**src/rtl/dcache_traffic_gen.sv**
```systemverilog
// rtl/dcache_traffic_gen.sv - data-cache CPU-port stimulus engine with write/read sweeps and readback check
// Optional feature: define GEN_STALL_CNT_EN to add the stall_cycles output (posedges spent in WAIT).
module dcache_traffic_gen #(
   parameter int          ADDR_W    = 32,
   parameter int          DATA_W    = 32,
   parameter int          NUM_REQ   = 24,
   parameter int unsigned BASE_ADDR = 0,
   parameter int unsigned STRIDE    = 4,
   parameter int unsigned DATA_SEED = 1,
   parameter int          ERR_W     = 8
) (
   input  logic              clk,
   input  logic              reset,
   input  logic              start,
   input  logic [1:0]        mode,
   input  logic              flush,
   input  logic              mem_busy,
   input  logic [DATA_W-1:0] readdata,
   input  logic              readdata_valid,
   output logic              mem_read,
   output logic              mem_write,
   output logic [ADDR_W-1:0] address,
   output logic [DATA_W-1:0] writedata,
   output logic              busy,
   output logic              done,
   output logic [ERR_W-1:0]  err_count
`ifdef GEN_STALL_CNT_EN
   ,
   output logic [31:0]       stall_cycles
`endif
);

   localparam int IDX_W = $clog2(NUM_REQ + 1);
   localparam logic [IDX_W-1:0] LAST = IDX_W'(NUM_REQ);

   localparam logic [2:0] S_IDLE = 3'd0;
   localparam logic [2:0] S_WR   = 3'd1;
   localparam logic [2:0] S_RD   = 3'd2;
   localparam logic [2:0] S_WAIT = 3'd3;
   localparam logic [2:0] S_FIN  = 3'd4;

   logic [2:0]        state;
   logic [2:0]        ret_state;
   logic [1:0]        mode_r;
   logic [IDX_W-1:0]  idx;
   logic [IDX_W-1:0]  ret_cnt;
   logic [ADDR_W-1:0] addr_calc;
   logic [DATA_W-1:0] wdata_calc;
   logic [DATA_W-1:0] rdata_exp;
   logic              rd_phase;

   // Request address/data and expected readback for the current indices; all arithmetic wraps.
   always_comb begin
      addr_calc  = ADDR_W'(BASE_ADDR) + ADDR_W'(idx) * ADDR_W'(STRIDE);
      wdata_calc = DATA_W'(DATA_SEED) + DATA_W'(idx);
      rdata_exp  = DATA_W'(DATA_SEED) + DATA_W'(ret_cnt);
      rd_phase   = (state == S_RD) || ((state == S_WAIT) && (ret_state == S_RD));
   end

   assign busy = (state != S_IDLE);

   // Sequencer: issues one request per free cycle, parks in WAIT while the cache stalls,
   // and counts/check returns independently of the issue index.
   always_ff @(posedge clk) begin
      if (!reset) begin
         state     <= S_IDLE;
         ret_state <= S_IDLE;
         mode_r    <= 2'b00;
         idx       <= '0;
         ret_cnt   <= '0;
         mem_read  <= 1'b0;
         mem_write <= 1'b0;
         address   <= '0;
         writedata <= '0;
         done      <= 1'b0;
         err_count <= '0;
      end else begin
         mem_read  <= 1'b0;
         mem_write <= 1'b0;
         done      <= 1'b0;
         if (flush) begin
            state <= S_IDLE;
         end else begin
            case (state)
               S_IDLE: begin
                  if (start) begin
                     mode_r    <= mode;
                     err_count <= '0;
                     idx       <= '0;
                     ret_cnt   <= '0;
                     state     <= (mode == 2'b00) ? S_RD : S_WR;
                  end
               end
               S_WR: begin
                  if (mem_busy) begin
                     ret_state <= S_WR;
                     state     <= S_WAIT;
                  end else if (idx != LAST) begin
                     mem_write <= 1'b1;
                     address   <= addr_calc;
                     writedata <= wdata_calc;
                     idx       <= idx + 1'b1;
                  end else if (mode_r == 2'b01) begin
                     done  <= 1'b1;
                     state <= S_FIN;
                  end else begin
                     idx   <= '0;
                     state <= S_RD;
                  end
               end
               S_RD: begin
                  if (mem_busy) begin
                     ret_state <= S_RD;
                     state     <= S_WAIT;
                  end else if (idx != LAST) begin
                     mem_read <= 1'b1;
                     address  <= addr_calc;
                     idx      <= idx + 1'b1;
                  end else if (ret_cnt == LAST) begin
                     done  <= 1'b1;
                     state <= S_FIN;
                  end
               end
               // Returning costs one bubble edge: nothing is issued on the edge busy is seen low.
               S_WAIT: begin
                  if (!mem_busy) begin
                     state <= ret_state;
                  end
               end
               S_FIN: begin
                  state <= S_IDLE;
               end
               default: begin
                  state <= S_IDLE;
               end
            endcase
            // Returns arrive in issue order, so the k-th one is checked against seed+k.
            if (readdata_valid && rd_phase && (ret_cnt != LAST)) begin
               ret_cnt <= ret_cnt + 1'b1;
               if (mode_r[1] && (readdata != rdata_exp) && (err_count != {ERR_W{1'b1}})) begin
                  err_count <= err_count + 1'b1;
               end
            end
         end
      end
   end

`ifdef GEN_STALL_CNT_EN
   // Stall statistics: posedges spent in WAIT, cleared at run start, saturating.
   always_ff @(posedge clk) begin
      if (!reset) begin
         stall_cycles <= '0;
      end else if ((state == S_IDLE) && start && !flush) begin
         stall_cycles <= '0;
      end else if ((state == S_WAIT) && (stall_cycles != 32'hFFFF_FFFF)) begin
         stall_cycles <= stall_cycles + 1'b1;
      end
   end
`endif

endmodule

```
**config.mk**
```make
export PLATFORM = sky130hd
export DESIGN_NAME = dcache_traffic_gen
export DESIGN_NICKNAME = d
export VERILOG_FILES = /design/src/rtl/dcache_traffic_gen.sv
export SDC_FILE = /design/constraint.sdc
export NUM_CORES = 1
export LEC_CHECK = 0
export CORE_UTILIZATION = 30
export CTS_BUF_LIST = sky130_fd_sc_hd__clkbuf_8
export CTS_CLUSTER_DIAMETER = 100
export DETAILED_ROUTE_END_ITERATION = 8
export MAX_ROUTING_LAYER = met4
export PLACE_DENSITY = 0.64
export SKIP_LAST_GASP = 1
export SLEW_MARGIN = 20
export SYNTH_ARGS = -nofsm -noshare
export SYNTH_HDL_FRONTEND = slang
export SYNTH_SLANG_ARGS = --single-unit
```
**constraint.sdc**
```tcl
create_clock -name clk -period 2.06 [get_ports clk]
set_input_delay 0.412 -clock clk [delete_from_list [all_inputs] [get_ports clk]]
set_output_delay 0.412 -clock clk [all_outputs]
set_load 0.02 [all_outputs]
```
==> results by group <==
Final layout
  – Nets: roughly 470
  – P&R area growth vs syn: 32.5%
  – Fillers: around 900
  – Number of diodes: 0
  – Share of cells above drive strength 1: between 10% and 20%

Power and ir drop
  – Pwr Density: approximately 470 nW/um^2
  – Max VDD drop: between 0.2 and 0.25 mV
  – Static leakage power: approximately 1.4 nW

Routing
  – Vias per inst: ~4.6
  – Vias: about 2,400
  – Routed Antenna Nets: 0
  – First-pass DRT Iterations: 4
  – DR iter-0 viols: 88
  – Wirelength per Cell: 11.2 um
  – DRC violations left: 0
  – Drt total wl: approximately 6000 um

Clock tree
  – CTS Hold Bufs: 0
  – CTS sink cnt: 39
  – Max Root-Sink Buffers: 2
  – Worst-Skew Late Latency: 0.29 ns
  – CTS clk-pin slew, worst paths: about 0.080 ns
  – Clk Tree Root Cell: clkbuf_8
  – TritonCTS clock tree: yes
  – Number of H-tree levels: 2
  – Num CTS Buffers: 5

Die
  – Core Footprint: between 8000 and 9000 um^2
  – Initial Util: 30.9%
  – Die area: roughly 9400 um^2
  – Die Span Y: between 90 and 100 um
  – Chip Width: a little under 100 um
  – Num ports: 116
  – Core Rows: 34

STA
  – RSZ-0062 raised after global routing: yes
  – Slew Viols, Final: 0
  – Final hold vios: 0
  – Sum Neg Setup Slack: 0 ns
  – Final period util: a little over nine tenths
  – Fin crit period: approximately 2.0 ns
  – Final setup viols: 0
  – Hold WS: between 0.4 and 0.5 ns
  – Final clock skew: slightly above 0.009 ns
  – Max frequency: 0.502 GHz

Logic synthesis
  – Post-synthesis average cell area: about 7.8 um^2
  – Netlist cell types: 52
  – Post-synth top cells: buf_4 (53), dfxtp_1 (39), nand2_1 (37), nor2_1 (21), nand3_1 (19)
  – Post-synth EDFFs: 0
  – Ys async rst share: 0%
  – Yosys warning count: 0
  – Yosys top cell by area: dfxtp_1
  – Leading cell types by total area after synthesis: dfxtp_1 (29%), buf_4 (15%), nand2_1 (5.1%)
  – Sequential element share of the synthesized area: about 29%
  – Most numerous cell in the Yosys netlist: buf_4
  – Synth top area share: 28.9%
  – Synthesized cell area: ~2700 um^2
  – Ys flop type: dfxtp_1
  – Seq cells post-synth: 39
  – Synth Instances: between 300 and 400

Setup path
  – Critical Path Source Type: input pin
  – Worst Path Required: about 2.3 ns
  – Critical-path cell list: clkdlybuf4s50_1 -> xor2_1 -> xnor2_1 -> nand4_1 -> nor3_4 -> a21oi_2 -> nor2b_2 -> mux2_2
  – Crit path capture type: flop
  – Reg2reg setup slack: about 0.080 ns
  – Worst EP arrival: roughly 2.2 ns
  – Worst Path Class, Setup: input pin to flop
  – Reg-to-Reg Start: ret_cnt[1]
  – Critical path startpoint: readdata[2]
  – Critical-path maximum fanout: 4
  – Worst Setup EP: err_count[0]
  – Max stage delay cell, worst path: clkdlybuf4s50_1
  – Reg-to-Reg End: err_count[0]
  – CP max stage delay: 0.47 ns
  – Worst-case reg-to-reg path depth: 8

GRT
  – Total track usage: a little over an eighth
  – Antenna violations before repair: 0
  – Largest net degree at the start of global routing: 36
  – Vias in the first global route: about 2,200
  – First-pass GRT wire length: between 10,000 and 15,000 um
  – Total grt overflow: 0

Outcome
  – Status: complete, no violations

Job
  – Max_cap viols: 0

Placement
  – Detailed Place HPWL: 4670 um
  – GP Congestion: approximately 0.84
  – # port buffers: between 60 and 70

Worst hold path
  – Hold Crit Class: flop to flop
==> state kept, by name, indices dropped and copies added, names as in the netlist <==
register and count:
done 1, writedata 6, err_count 8, address 5, mem_read 1, ret_cnt 5, ret_state 2, state 3
idx 5, mem_write 1, mode_r 2
==> cell type report <==
cell class | count | area [um^2] | area share (%)
tap | 108 | 135 | 3.78
clock inverter | 1 | 3.75 | 0.105
clock buffer | 7 | 96.3 | 2.70
sequential | 39 | 790 | 22.1
multi-input combinational | 285 | 1680 | 47.1
inverter | 6 | 22.5 | 0.630
timing repair buffer | 91 | 845 | 23.6
==> where the power goes <==
| part | switching, mW | total (mW) | leakage, nW | internal, mW |
|---|---|---|---|---|
| logic | 0.192 | 0.332 | 1.03 | 0.141 |
| clock network | 0.267 | 0.568 | 0.0557 | 0.301 |
| registers | 0.0108 | 0.772 | 0.317 | 0.761 |
==> routing by layer <==
layer / share of wire [%] / global-route usage [%] / up-vias
met4: 1.5 / 4.13 / 0
li1: - / - / 1259
met1: 50 / 17.5 / 1116
met3: 3.5 / 2.38 / 8
met5: 0 / - / -
met2: 45 / 21.0 / 65
==> critical path, delay by kind of cell <==
kind	cells	cell delay (ns)
AO/OA/AOI/OAI	1	0.12
XOR/XNOR	2	0.32
multiplexers	1	0.25
buffers and inverters	1	0.47
AND/OR/NAND/NOR	3	0.61
==> cells in the final DEF, fill, tap and decap left out, types with 10 or more instances in the layout <==
cell / n
a21boi_0: 10
a21oi_1: 11
buf_4: 27
clkdlybuf4s50_1: 61
conb_1: 53
dfxtp_1: 34
nand2_1: 37
nand3_1: 18
nor2_1: 21
o21ai_0: 14
==> how the worst min path moves through the flow <==
stage / start / to / slack (ns) / depth (start not counted)
floorplan: mode_r[0] / mode_r[0] / 0.46 / 2
global placement: address[5] / address[5] / 0.46 / 2
CTS: address[4] / address[4] / 0.47 / 2
finish: address[4] / address[4] / 0.46 / 2
global route: address[3] / address[3] / 0.49 / 2
detailed placement: address[4] / address[4] / 0.46 / 2
==> kinds of logic after synthesis <==
group                    count (synthesis)  share of synthesized area [%]
flip-flops                              39                           28.9
multiplexers                             4                           1.62
other                                    1                          0.139
XOR/XNOR                                10                           3.25
AND/OR/NAND/NOR                        146                           28.3
adder cells (fa/ha/maj)                  5                           2.32
AO/OA/AOI/OAI                           66                           16.8
buffers and inverters                   76                           18.6
==> timing repair <==
action	4_1_cts	5_1_grt
resized for setup	4	22
pin swaps	0	8
endpoints found under the setup margin	3	15
gates cloned	0	1
buffers inserted	0	2
==> metrics by stage <==
step           instances  power [mW]  instance area (um^2)  util [%]  worst slack (ns)
6_report             537        1.67                  3570      41.0            0.0691
2_1_floorplan        399        1.06                  2890         -             0.178
4_1_cts              534        1.68                  3480      39.9           0.00359
3_5_place_dp         526        1.11                  3370      38.7            -0.271
5_1_grt              537        1.76                  3570      41.0           -0.0175
3_3_place_gp         526        1.11                  3370      38.7            -0.213
Note: power is estimated with default switching activity, not from simulation.
